--- config.mk ---
export PLATFORM = sky130hd
export DESIGN_NAME = alu_arbiter
export DESIGN_NICKNAME = d
export VERILOG_FILES = /design/src/rtl/alu_arbiter.sv
export SDC_FILE = /design/constraint.sdc
export NUM_CORES = 1
export LEC_CHECK = 0
export BUFFER_PORTS_ARGS = -buffer_cell sky130_fd_sc_hd__buf_2
export CAP_MARGIN = 10
export CORE_MARGIN = 8
export CORE_UTILIZATION = 38
export CTS_CLUSTER_DIAMETER = 50
export DETAILED_ROUTE_END_ITERATION = 8
export HOLD_SLACK_MARGIN = 0.02
export PLACE_DENSITY = 0.86
export REMOVE_ABC_BUFFERS = 1
export SLEW_MARGIN = 20
export SYNTH_ARGS = -nofsm -noshare
export SYNTH_HDL_FRONTEND = slang
export SYNTH_SLANG_ARGS = --single-unit
--- constraint.sdc ---
create_clock -name i_clk -period 3.3 [get_ports i_clk]
set_input_delay 0.165 -clock i_clk [delete_from_list [all_inputs] [get_ports i_clk]]
set_output_delay 0.165 -clock i_clk [all_outputs]
set_load 0.02 [all_outputs]
--- src/rtl/alu_arbiter.sv ---
// Round-robin arbiter: two requesters share one combinational ALU, one operation in flight at a time.
// Build option: define ALU_ARBITER_STATS_EN to add saturating per-requester grant counters.
//
//   state | meaning
//   IDLE  | waiting for a request; grants one and drives its operands to the ALU
//   EXEC  | ALU inputs are stable; capture result and zero flag
//   RESP  | response held on o_rsp_* until the consumer accepts it
module alu_arbiter #(
  parameter int NBITS  = 32,
  parameter int RNBITS = 5,
  parameter int NB_OP  = 4
) (
  input  logic              i_clk,
  input  logic              i_reset,
  input  logic              i_req0_valid,
  output logic              o_req0_ready,
  input  logic [NBITS-1:0]  i_req0_data_1,
  input  logic [NBITS-1:0]  i_req0_data_2,
  input  logic [RNBITS-1:0] i_req0_shamt,
  input  logic              i_req0_ushamt,
  input  logic [NB_OP-1:0]  i_req0_operation,
  input  logic              i_req1_valid,
  output logic              o_req1_ready,
  input  logic [NBITS-1:0]  i_req1_data_1,
  input  logic [NBITS-1:0]  i_req1_data_2,
  input  logic [RNBITS-1:0] i_req1_shamt,
  input  logic              i_req1_ushamt,
  input  logic [NB_OP-1:0]  i_req1_operation,
  output logic [NBITS-1:0]  o_alu_data_1,
  output logic [NBITS-1:0]  o_alu_data_2,
  output logic [RNBITS-1:0] o_alu_shamt,
  output logic              o_alu_ushamt,
  output logic [NB_OP-1:0]  o_alu_operation,
  input  logic [NBITS-1:0]  i_alu_result,
  input  logic              i_alu_cero,
  output logic              o_rsp_valid,
  output logic              o_rsp_id,
  output logic [NBITS-1:0]  o_rsp_result,
  output logic              o_rsp_cero,
  input  logic              i_rsp_ready,
  output logic [15:0]       o_grant_cnt0,
  output logic [15:0]       o_grant_cnt1
);

  typedef enum logic [1:0] {IDLE, EXEC, RESP} state_t;

  state_t state, state_nxt;
  logic   ptr;
  logic   grant;
  logic   grant_id;

  always_comb begin
    state_nxt    = state;
    grant        = 1'b0;
    grant_id     = 1'b0;
    o_req0_ready = 1'b0;
    o_req1_ready = 1'b0;
    case (state)
      IDLE: begin
        if (i_req0_valid || i_req1_valid) begin
          grant = 1'b1;
          // pointer only matters when both compete; a lone requester always wins
          grant_id     = (i_req0_valid && i_req1_valid) ? ptr : i_req1_valid;
          o_req0_ready = !grant_id;
          o_req1_ready = grant_id;
          state_nxt    = EXEC;
        end
      end
      EXEC:    state_nxt = RESP;
      RESP:    if (i_rsp_ready) state_nxt = IDLE;
      default: state_nxt = IDLE;
    endcase
  end

  always_ff @(posedge i_clk or posedge i_reset) begin
    if (i_reset) begin
      state           <= IDLE;
      ptr             <= 1'b0;
      o_alu_data_1    <= '0;
      o_alu_data_2    <= '0;
      o_alu_shamt     <= '0;
      o_alu_ushamt    <= 1'b0;
      o_alu_operation <= '0;
      o_rsp_valid     <= 1'b0;
      o_rsp_id        <= 1'b0;
      o_rsp_result    <= '0;
      o_rsp_cero      <= 1'b0;
    end else begin
      state <= state_nxt;
      if (grant) begin
        ptr             <= !grant_id;
        o_rsp_id        <= grant_id;
        o_alu_data_1    <= grant_id ? i_req1_data_1    : i_req0_data_1;
        o_alu_data_2    <= grant_id ? i_req1_data_2    : i_req0_data_2;
        o_alu_shamt     <= grant_id ? i_req1_shamt     : i_req0_shamt;
        o_alu_ushamt    <= grant_id ? i_req1_ushamt    : i_req0_ushamt;
        o_alu_operation <= grant_id ? i_req1_operation : i_req0_operation;
      end
      if (state == EXEC) begin
        o_rsp_result <= i_alu_result;
        o_rsp_cero   <= i_alu_cero;
        o_rsp_valid  <= 1'b1;
      end else if (state == RESP && i_rsp_ready) begin
        o_rsp_valid <= 1'b0;
      end
    end
  end

`ifdef ALU_ARBITER_STATS_EN
  always_ff @(posedge i_clk or posedge i_reset) begin
    if (i_reset) begin
      o_grant_cnt0 <= '0;
      o_grant_cnt1 <= '0;
    end else if (grant) begin
      if (!grant_id && o_grant_cnt0 != 16'hFFFF) o_grant_cnt0 <= o_grant_cnt0 + 16'd1;
      if (grant_id && o_grant_cnt1 != 16'hFFFF)  o_grant_cnt1 <= o_grant_cnt1 + 16'd1;
    end
  end
`else
  assign o_grant_cnt0 = 16'h0000;
  assign o_grant_cnt1 = 16'h0000;
`endif

endmodule

### Yosys cells after proc, flatten, opt, wreduce, memory -nomap -nowiden

Cells that the tools add are included.

* register bits after elaboration: 112
* input bits: 186
* output and inout port bits: 143
* logic and storage cells: 40

* equal/unequal tests: 4
* mux-type cells: 17
* reductions and logical operators: 8

Operators with widths (number)
* $mux 32: 2
* $mux 1: 10
* $pmux 2 s3: 1
* $mux 5: 1
* $mux 2: 2
* $mux 4: 1
* $ne 2x2->1 const B: 2
* $eq 2x1->1 const B: 1
* $eq 2x2->1 const B: 1
* $logic_and 1x1->1: 2
* $logic_not 1->1: 2
* $logic_not 2->1: 1
* $reduce_and 2->1: 1
* $reduce_bool 2->1: 1
* $logic_or 1x1->1: 1

### Longest topological paths before layout

* depth in word-level cells: 5
* gate-level depth with buffers: 6
* mapped depth without buffers: 4

### Worst setup path after synthesis

No wires, ideal clock.

* path type: reg2reg
* start point: register ptr
* end point: register o_alu_operation[0]
* library setup time: 0.126 ns
* arrival time: 1.414 ns
* path slack: 1.760 ns
* stages on the path, launching flop included: 7
* path buffers: 3
* clock period less this slack: 1.540 ns
* cell sequence: dfrtp_1 nand2b_1 buf_2 and3_1 buf_6 buf_6 a221o_1

* word-level cells in the longest chain between the ends: 4

Ends and longest elaborated chain
* start, declared: RTL line 48 `logic ptr;`
* start signal, assigned: RTL line 91 `ptr <= !grant_id;`
* $mux 1: RTL line 63 `grant_id = (i_req0_valid && i_req1_valid) ? ptr : i_req1_valid;`
* $mux 1 (2 in series)
* named net o_req1_ready: RTL line 23 `output logic o_req1_ready,`
* $mux 4: RTL line 97 `o_alu_operation <= grant_id ? i_req1_operation : i_req0_operation;`
* end signal, assigned: RTL line 97
* end, declared: RTL line 33 `output logic [NB_OP-1:0] o_alu_operation,`

The timed path passes the listed nets, and every way through them passes these cells.
A chain may end at the register's enable or synchronous reset.

### Final worst setup path

* start point: register state[1]
* end point: output o_req1_ready

* word-level cells in the longest chain between the ends: 2

Ends and longest elaborated chain
* start, declared: RTL line 47 `state_t state, state_nxt;`
* start signal, assigned: RTL line 89 `state <= state_nxt;`
* $logic_not 2->1: RTL line 58 `case (state)`
* $mux 1: RTL line 58
* end, declared: RTL line 23

No other way between the ends.

==> metrics.md <==
| Metric | Value |
|---|---|
| Status | finished with violations |
| Violated checks | hold timing |
| CP Launch Point | state[1] |
| Syn Inst Count | 404 |
| Horiz. Die Dim | 132 um |
| Worst Hold Class | in2async |
| Via density | 5.14 |
| Vias in the first global route | 4688 |
| Site row count | 42 |
| Total gr overflow | 0 |
| Final Cycle Share | 73.4% |
| Area of the multi-input gates | 1910 um^2 |
| CTS buffer count | 9 |
| Slew Limit Fails | 0 |
| Max Buffers Root-to-Sink | 2 |
| Critical Path RT | 3.13 ns |
| CTS tree | built |
| Final WS setup | 0.879 ns |
| Share of Yosys cell area claimed by the top area cell type | 55.1% |
| Hold-fix buffers at CTS | 0 |
| Root buf cell | clkbuf_16 |
| Avg WL per Cell | 18.6 um |
| Post-cts resize count | 0 |
| RSZ-0062 raised after global routing | no |
| Register area | 2800 um^2 |
| Post-synthesis cell area | 5090 um^2 |
| Final setup vio count | 0 |
| Most frequent cells in the layout | 296 x buf_2, 112 x dfrtp_1, 59 x and3_1, 59 x a221o_1, 33 x mux2_2 |
| Placed instance area | 6500 um^2 |
| Seq/Total Area, Yosys | 55.1% |
| CP delay by family, top | simple AND/OR/NAND/NOR gates |
| CP arrival | 2.26 ns |
| Mean Syn Cell Area | 12.6 um^2 |
| Share of layout cells above drive strength 1 | 52.8% |
| CTS Sinks | 112 |
| Commonest non-fill, non-tap cell in the layout | buf_2 |
| Startpoint type of the worst setup path | register |
| Reg2reg start | state[1] |
| Core Region | 13100 um^2 |
| Global-route wire length before repair | 24.9 mm |
| Crit path buffers/inverters | 1 |
| Cell area after layout | 6820 um^2 |
| Crit. End Element | primary output |
| Total setup buffers inserted after CTS | 0 |
| H-tree depth | 3 |
| DIE AREA | 17300 um^2 |
| Pwr per Cell Area | 1040 nW/um^2 |
| Hold WS | -0.0335 ns |
| Max Cap Viol | 0 |
| Setup tns final | 0 ns |
| DR vias | 4414 |
| Nets | 863 |
| Crit Path Max Fanout | 62 |
| N_diodes | 0 |
| Global-route usage over all layers | 17.5% |
| Worst Clk Skew | 0.00723 ns |
| Flops & latches, synth | 112 |
| Largest area contributor in the netlist | dfrtp_1 |
| Post-place setup slack | 1.24 ns |
| Slew HR | 40.9% |
| Netlist cell types | 26 |
| Min Tclk post-route | 2.42 ns |
| Final wirelength | 16.0 mm |
| Fillers | 1159 |
| DRT antenna net count | 0 |
| Port Buffers | 296 |
| Slowest CP cell | and3_4 |
| First drt pass iteration count | 4 |
| Max stage delay on crit path | 0.71 ns |
| Worst Max-Slew Pin Slew | 0.883 ns |
| Area delta synth->final | 34.0% |
| DR iter-0 viols | 224 |
| Largest net degree at the start of global routing | 85 |
| Die height | 132 um |
| Critical-path cell list | nor2_4 > and3_4 > buf_2 |
| Final Hold Vio Count | 82 |
| DRC | 0 |
| Dominant cells by area after synthesis | dfrtp_1 55%, a221o_1 12%, and3_1 7.4% |
| Maximum clock rate | 413 MHz |
| Max rail drop VDD | 0.000411 V |
| LEAKAGE | 0.00366 uW |
| Final GP Congestion | 0.806 |
| Worst-path clk slew | 0.07 ns |
| Post-DP HPWL | 12.3 mm |
| Initial Util | 38.7% |
| Antenna violations before repair | 0 |
| Synth warn | 0 |
| Skew-Pair Late Insertion Delay | 0.33 ns |
| Crit path kind | reg2out |
| Num ports | 329 |
## power breakdown
part / total (uW) / internal [uW] / switching (uW)
Clock: 1120 / 636 / 487
Sequential: 2460 / 2060 / 391
Combinational: 3490 / 1400 / 2090
Total: 7070 / 4100 / 2970
## routing by layer
layer / part of all wire, % / GRT usage, % / vias up
li1: - / - / 2036
met1: 39 / 19.0 / 2096
met2: 50 / 30.2 / 253
met3: 9.1 / 6.86 / 29
met4: 2.3 / 6.89 / 0
met5: 0 / 0 / -
## per-stage QoR
step           std cells  power (uW)  util, %  hold WS [ns]
4_1_cts              858        7140     51.9        0.0308
6_report             858        7070     51.9       -0.0335
3_5_place_dp         842        6010     49.5         0.398
3_3_place_gp         842        5880     49.4         0.394
2_1_floorplan        362        4690        -         0.310
5_1_grt              858        7490     51.9        0.0214
## final timing paths
check	cells after the start	slack, ns	endpoint
min in group i_clk	2	0.05	o_alu_data_2[0]
max in group asynchronous	3	2.53	o_alu_data_2[0]
hold / removal	2	-0.03	o_rsp_result[9]
setup / recovery	3	0.88	o_req1_ready
setup reg to reg	3	1.26	o_alu_shamt[1]
hold reg to reg	1	0.49	o_alu_data_1[22]
## logic make-up (layout without fill, tap and decap cells)
kind of cell	Yosys count	in the layout	share of synthesized area (%)
DFF	112	112	55.1
AOI/OAI and AO/OA	106	106	18.7
buffers and inverters	78	325	9.81
and+or+nand+nor	74	74	9.03
muxes	33	33	7.30
other	1	32	0.0737
## registers in the layout (all words and copies together) (netlist names)
register / cells
o_alu_ushamt: 1
o_alu_data_2: 32
o_alu_data_1: 32
state: 2
o_alu_operation: 4
o_rsp_result: 32
o_rsp_id: 1
o_alu_shamt: 5
ptr: 1
o_rsp_cero: 1
o_rsp_valid: 1
## cell usage after synthesis, drive strengths merged
library cell	count
o221ai	2
nor2b	1
buf	57
a32oi	13
and2	1
nand2	1
nor3b	1
mux2	33
nand2b	1
o21ai	1
a211oi	1
clkbuf	16
a221o	59
a21o	2
nand3	4
dfrtp	112
conb	1
o2bb2ai	13
and3	60
nor2	4
a21oi	15
or2	1
inv	5
## final cells by class
| class | instances | share of cell area [%] |
|---|---|---|
| multi-input combinational | 245 | 28.0 |
| inverter | 5 | 0.349 |
| clock inverter | 5 | 0.936 |
| sequential | 112 | 41.1 |
| timing repair buffer | 304 | 22.6 |
| clock buffer | 11 | 3.71 |
| tap | 176 | 3.23 |
No activity file was read; power rests on OpenSTA's default activity.
